[config.mk]
export PLATFORM = sky130hd
export DESIGN_NAME = restoring_divider_16bit
export DESIGN_NICKNAME = d
export VERILOG_FILES = /design/src/rtl/restoring_divider_16bit.sv
export SDC_FILE = /design/constraint.sdc
export NUM_CORES = 1
export LEC_CHECK = 0
export CAP_MARGIN = 40
export CORE_AREA = 4 4 98 100
export DETAILED_ROUTE_END_ITERATION = 8
export DIE_AREA = 0 0 102 104
export PLACE_DENSITY = 0.76
export SETUP_SLACK_MARGIN = 0.2
export SLEW_MARGIN = 5
export SYNTH_ARGS = -nofsm -noshare
export SYNTH_HDL_FRONTEND = slang
export SYNTH_SLANG_ARGS = --single-unit
[constraint.sdc]
create_clock -name clk -period 4.1 [get_ports clk]
set_input_delay 0.41 -clock clk [delete_from_list [all_inputs] [get_ports clk]]
set_output_delay 0.41 -clock clk [all_outputs]
set_load 0.01 [all_outputs]
[src/rtl/restoring_divider_16bit.sv]
// 16-bit unsigned restoring divider: one quotient bit per clock via a 17-bit
// trial subtraction, behind a start/busy/done handshake.
module restoring_divider_16bit (
    input  logic        clk,
    input  logic        rst_n,
    input  logic        start,
    input  logic [15:0] dividend,
    input  logic [15:0] divisor,
    output logic [15:0] quotient,
    output logic [15:0] remainder,
    output logic        div_by_zero,
    output logic        busy,
    output logic        done
);

    typedef enum logic [1:0] {IDLE, RUN, DONE} state_t;

    state_t      state;
    logic [15:0] r;
    logic [15:0] q;
    logic [15:0] d;
    logic [4:0]  cnt;

    logic [16:0] r_shift;
    logic [16:0] trial;
    logic [15:0] r_next;
    logic [15:0] q_next;

    // R stays below D between iterations, so its 17th bit is always zero and
    // only the low 16 bits are stored.
    always_comb begin
        r_shift = {r, q[15]};
        trial   = r_shift + {1'b1, ~d} + 17'd1;
        r_next  = trial[16] ? r_shift[15:0] : trial[15:0];
        q_next  = {q[14:0], ~trial[16]};
    end

    always_ff @(posedge clk or negedge rst_n) begin
        if (!rst_n) begin
            state       <= IDLE;
            r           <= '0;
            q           <= '0;
            d           <= '0;
            cnt         <= '0;
            quotient    <= '0;
            remainder   <= '0;
            div_by_zero <= 1'b0;
            busy        <= 1'b0;
            done        <= 1'b0;
        end else begin
            case (state)
                // The edge leaving DONE may already accept the next request,
                // giving back-to-back throughput of one operation per 17 cycles.
                IDLE, DONE: begin
                    if (start) begin
                        busy <= 1'b1;
                        if (divisor == '0) begin
                            quotient    <= '1;
                            remainder   <= dividend;
                            div_by_zero <= 1'b1;
                            done        <= 1'b1;
                            state       <= DONE;
                        end else begin
                            r     <= '0;
                            q     <= dividend;
                            d     <= divisor;
                            cnt   <= '0;
                            done  <= 1'b0;
                            state <= RUN;
                        end
                    end else begin
                        busy  <= 1'b0;
                        done  <= 1'b0;
                        state <= IDLE;
                    end
                end
                RUN: begin
                    r   <= r_next;
                    q   <= q_next;
                    cnt <= cnt + 5'd1;
                    if (cnt == 5'd15) begin
                        quotient    <= q_next;
                        remainder   <= r_next;
                        div_by_zero <= 1'b0;
                        done        <= 1'b1;
                        state       <= DONE;
                    end
                end
                default: begin
                    busy  <= 1'b0;
                    done  <= 1'b0;
                    state <= IDLE;
                end
            endcase
        end
    end

endmodule

==> results.json, run 1 <==
{
  "cts.sinks": 89,
  "synthFlopType": "dfrtp_1",
  "use_met3_pct": 4.23,
  "power.total_w": 0.00568,
  "power_frac_clock_pct": 11.1,
  "final_area_mm2": 0.00565,
  "setup_violations": 0,
  "tightest_slew_ps": 779,
  "routed_wl_um": 11700,
  "switching_share_pct": 45.2,
  "vias": 4069,
  "drc": 0,
  "die_x_um": 102,
  "async_flop_share_pct": 100,
  "worstPathArrival_ps": 3360,
  "p_int_w": 0.00311,
  "cts_hold_buf": 0,
  "max_cap_viol_count": 0,
  "leakage_nw": 2.44,
  "synth_nets": 573,
  "dp_hpwl_um": 8590,
  "drv_slew": 0,
  "place.gp.congestion": 0.901,
  "fill_cells": 716,
  "root_buffer": "clkbuf_8",
  "failed_checks": "hold timing",
  "start_util_pct": 53.7,
  "met1_usage_pct": 31.7,
  "fmax_ghz": 0.320,
  "core_mm2": 0.00868,
  "outcome": "finished, violations left",
  "grt_max_degree": 51,
  "grt_pass1_vias": 4025,
  "crit_fanout": 16,
  "ir_worst_vdd_uv": 548,
  "synth_area_leaders": "dfrtp_1 48%, nor2_1 7.0%, o21ai_0 4.9%, ha_1 4.8%, a21oi_1 4.1%",
  "grt_use_total_pct": 23.3,
  "hold_viol": 2,
  "rsz0062_at_grt": "false",
  "areaGrowthSynthToFinish_pct": 21.3,
  "yosys_warnings": 0,
  "n_antenna_cell": 0,
  "cts_htree_levels": 3,
  "netSwitchingPower_w": 0.00257,
  "io_pins": 70,
  "dr.pass1.iters": 5,
  "post_cts_resized": 0,
  "synth.yosys.seq_area_share_pct": 47.8,
  "overflow": 0,
  "path_clk_slew_ps": 100,
  "dieArea_mm2": 0.0106,
  "yosysTopAreaCell": "dfrtp_1",
  "syn_inst": 519,
  "rows": 34,
  "worst_skew_pair.late_latency_ps": 370,
  "die_y_um": 104,
  "synth_common_cells": "89 x dfrtp_1, 87 x nor2_1, 46 x o21ai_0",
  "crit_path_start_kind": "register",
  "power-per-cell-area_mw_per_mm2": 1010,
  "clock_skew_ps": 13.6,
  "syn-cell-area_mm2": 0.00466,
  "fin_crit_sh_pct": 76.3,
  "yosysUniqueCellTypes": 50,
  "grt_most_used_layer": "met2",
  "cts_tree": "built",
  "period_minus_slack_ps": 3130,
  "yosys.area.top_type_share_pct": 47.8,
  "avgViaCountPerCell": 5.90,
  "drive_gt1_share_pct": 6.36,
  "yosys_register_bits": 89,
  "grt_first_pass_wirelength_um": 19900,
  "yosysMostFrequentCell": "dfrtp_1",
  "slew_headroom_pct": 47.9,
  "path_class": "register to register",
  "dpl_cell_area_mm2": 0.00545,
  "synth_edf_count": 0,
  "cts_buffers": 9,
  "first_iter_violations": 234,
  "wl_per_cell_um": 17.0,
  "antenna_found_initial": 0,
  "hold_ws_ps": -3.80,
  "antenna_left": 0,
  "r2r_setup_slack_ps": 970,
  "layout.nets": 631,
  "use_met2_pct": 37.4,
  "postCtsSetupRepairBufs": 0,
  "final.setup.tns_ps": 0,
  "dpl.cell_count": 674,
  "hp-class": "input port to async pin",
  "critPathRequiredTime_ps": 4330,
  "p_comb_share_pct": 60.8,
  "avgSynthCellArea_um2": 8.97,
  "final_cells": 690,
  "power.share.sequential_pct": 28.1,
  "end_kind": "register",
  "cts_buffer_depth": 2,
  "port_buffers": 69
}
-- routing by layer --
metal  vias up  share of wire (%)
met1      1995                 43
met4         0                2.2
met2       117                 50
met5         -                  0
met3        23                5.1
li1       1934                  -
-- flip-flops by register name, indices dropped and copies added, names as in the netlist, 5 cells and up --
name,count
cnt,5
remainder,16
r,16
quotient,16
d,16
q,16
-- cells by family (layout without fill, tap and decap cells) --
group                      Yosys count  in the layout  synth area share [%]
AOI/OAI and AO/OA                  139            139                  17.7
xor gates and xnor gates            13             13                  2.44
adders and majority gates           19             19                  5.27
buffers and inverters               50            113                  4.78
DFF                                 89             89                  47.8
muxes                               15             15                  3.36
and+or+nand+nor                    194            194                  18.7
-- placed cells by master (no fill, tap or decap), drive strengths merged, types with 5 or more instances in the layout --
cell	netlist	routed
mux2i	13	13
inv	20	23
o22ai	21	21
clkbuf	18	10
nand4	5	5
o21ai	54	54
dfrtp	89	89
buf	12	9
nor2	87	87
nand3	14	14
ha	18	18
clkdlybuf4s50	0	68
nand2	41	41
a21oi	40	40
xnor2	9	9
nor4	5	5
nor3	16	16
nor2b	6	6
-- power groups by stage --
stage	registers, W	logic, W	clock network [W]
2_1_floorplan	0.00161	0.00247	0
4_1_cts	0.00160	0.00346	0.000632
3_3_place_gp	0.00160	0.00329	0
6_report	0.00159	0.00346	0.000631
5_1_grt	0.00165	0.00386	0.000675
3_5_place_dp	0.00161	0.00343	0
-- metrics by stage --
| step | setup slack, ps | util (%) |
|---|---|---|
| after CTS | 959 | 65.1 |
| after detailed placement | 984 | 62.8 |
| after global placement | 505 | 62.0 |
| after global routing | 640 | 65.1 |
| after floorplan | 1670 | - |
| final | 971 | 65.1 |
-- worst paths after layout --
kind	cells past startpoint	from	endpoint
max reg2reg	9	d[0]	r[4]
min reg2reg	1	busy	busy
min in group clk	1	busy	busy
min	1	rst_n	quotient[4]
max in group asynchronous	2	rst_n	d[7]
max	9	d[0]	r[4]
-- critical path, stage by stage, from the launching register on --
cell	delay, ps
dfrtp_1	410
ha_1	220
fa_1	400
nand2b_1	190
a21oi_2	180
o21ai_2	130
o21ai_0	250
o211a_1	710
mux2i_1	380
o21ai_0	120
-- cell type report --
cell class / count / area (µm²) / share of cell area, %
Sequential cell: 89 / 2230 / 39.4
Timing Repair Buffer: 77 / 796 / 14.1
Clock inverter: 6 / 73.8 / 1.31
Tap cell: 108 / 135 / 2.39
Inverter: 20 / 75.1 / 1.33
Clock buffer: 10 / 128 / 2.26
Multi-Input combinational cell: 380 / 2210 / 39.2
No activity file was read; power rests on OpenSTA's default activity.
==> run 2: changes to the inputs <==
CORE_AREA = 4 4 103 105   (was 4 4 98 100)
DIE_AREA = 0 0 107 109   (was 0 0 102 104)
PLACE_DENSITY = 0.72   (was 0.76)
clock period = 2.75 ns   (was 4.1 ns; I/O delays follow)
==> results.json, run 2 (synthesized netlist as in run 1, its figures left out) <==
{
  "outcome": "finished, violations left",
  "failed_checks": "hold timing",
  "cts_buffer_depth": 2,
  "power_frac_clock_pct": 10.0,
  "power.share.sequential_pct": 25.6,
  "n_antenna_cell": 0,
  "leakage_nw": 2.48,
  "grt_use_total_pct": 21.7,
  "p_comb_share_pct": 64.4,
  "path_clk_slew_ps": 100,
  "power-per-cell-area_mw_per_mm2": 1610,
  "overflow": 0,
  "crit_fanout": 10,
  "port_buffers": 69,
  "cts_htree_levels": 3,
  "fin_crit_sh_pct": 91.9,
  "reg2regPathDepth": 10,
  "final_area_mm2": 0.00587,
  "r2r_setup_slack_ps": 220,
  "period_minus_slack_ps": 2530,
  "worstPathArrival_ps": 2820,
  "end_kind": "register",
  "layout_commonest_cell": "dfrtp_1",
  "wl_per_cell_um": 17.3,
  "first_iter_violations": 293,
  "hp-class": "input port to async pin",
  "cts.sinks": 89,
  "core_mm2": 0.00964,
  "place.gp.congestion": 0.783,
  "switching_share_pct": 45.2,
  "grt_max_degree": 62,
  "layout.nets": 641,
  "grt_first_pass_wirelength_um": 20000,
  "hold_ws_ps": -28.9,
  "path_class": "register to register",
  "ir_worst_vdd_uv": 954,
  "root_buffer": "clkbuf_8",
  "fill_cells": 861,
  "r2r_end": "remainder[1]",
  "final.setup.tns_ps": 0,
  "hold_viol": 38,
  "rows": 36,
  "tightest_slew_ps": 769,
  "vias": 4082,
  "fmax_ghz": 0.396,
  "routed_wl_um": 12500,
  "clock_skew_ps": 18.2,
  "dieArea_mm2": 0.0117,
  "drive_gt1_share_pct": 11.5,
  "post-place-ws_ps": -53.5,
  "netSwitchingPower_w": 0.00426,
  "crit_path_start": "d[0]",
  "grt_pass1_vias": 3999,
  "crit_path_start_kind": "register",
  "cts_hold_buf": 0,
  "cts_buffers": 9,
  "dpl_cell_area_mm2": 0.00550,
  "avgViaCountPerCell": 5.63,
  "dr.pass1.iters": 5,
  "rsz0062_at_grt": "true",
  "setup_violations": 0,
  "antenna_found_initial": 0,
  "slew_headroom_pct": 48.7,
  "cts_tree": "built",
  "setup_ws_ps": 223,
  "most-common-layout-cells": "89 x dfrtp_1, 86 x nor2_1, 68 x clkdlybuf4s50_1",
  "drc": 0,
  "die_y_um": 109,
  "start_util_pct": 48.3,
  "max_cap_viol_count": 0,
  "areaGrowthSynthToFinish_pct": 26.0,
  "drv_slew": 0,
  "io_pins": 70,
  "worst_skew_pair.late_latency_ps": 370,
  "antenna_left": 0,
  "p_int_w": 0.00517,
  "dp_hpwl_um": 9110,
  "critPathRequiredTime_ps": 3040,
  "die_x_um": 107,
  "r2r-start": "d[0]",
  "crit_path_end": "remainder[1]"
}
==> run 2: cell type report <==
cell class                 count  area (µm²)  area share (%)
multi-input combinational    380        2350            40.0
sequential                    89        2230            38.0
timing repair buffer          87         851            14.5
tap                          133         166            2.84
clock buffer                  10         128            2.17
inverter                      20        75.1            1.28
clock inverter                 6        73.8            1.26
==> run 2: worst max-delay path, cell delays in order, from the launching register on <==
cell and delay (ps):
dfrtp_1 400, ha_2 200, fa_2 340, nand2b_4 160, a21oi_4 160, o21ai_4 90, o21ai_1 190, o211a_1 220
buf_8 200, mux2_4 330, a21oi_2 140
==> run 2: routing by layer <==
| layer | GRT usage [%] | vias up | wire length (µm) |
|---|---|---|---|
| li1 | - | 1949 | - |
| met5 | 0 | - | 0 |
| met3 | 2.61 | 26 | 531 |
| met1 | 29.1 | 2000 | 5360 |
| met4 | 8.13 | 0 | 296 |
| met2 | 36.5 | 107 | 6340 |
==> run 2: how the worst min path moves through the flow <==
stage	from	to
detailed placement	rst_n	quotient[4]
global placement	rst_n	quotient[3]
CTS	rst_n	quotient[4]
finish	rst_n	quotient[5]
global route	rst_n	quotient[5]
floorplan	rst_n	busy
==> run 2: power by group through the flow <==
| stage | Clock [W] | Sequential [W] | Combinational, W |
|---|---|---|---|
| after floorplan | 0 | 0.00240 | 0.00368 |
| after global placement | 0 | 0.00239 | 0.00509 |
| after detailed placement | 0 | 0.00241 | 0.00526 |
| after CTS | 0.000958 | 0.00240 | 0.00568 |
| after global routing | 0.00100 | 0.00249 | 0.00661 |
| final | 0.000943 | 0.00242 | 0.00607 |
==> run 2: repair_timing <==
item	in CTS	in global routing
setup buffers	2	1
gates resized for setup	16	17
endpoints found under the setup margin	32	32
pin swaps	4	2
==> run 2: stage by stage <==
step | std cells | util (%) | power, W
after floorplan | 519 | - | 0.00608
after global placement | 705 | 56.9 | 0.00748
after detailed placement | 706 | 57.1 | 0.00767
after CTS | 724 | 60.0 | 0.00904
after global routing | 725 | 60.9 | 0.0101
final | 725 | 60.9 | 0.00943
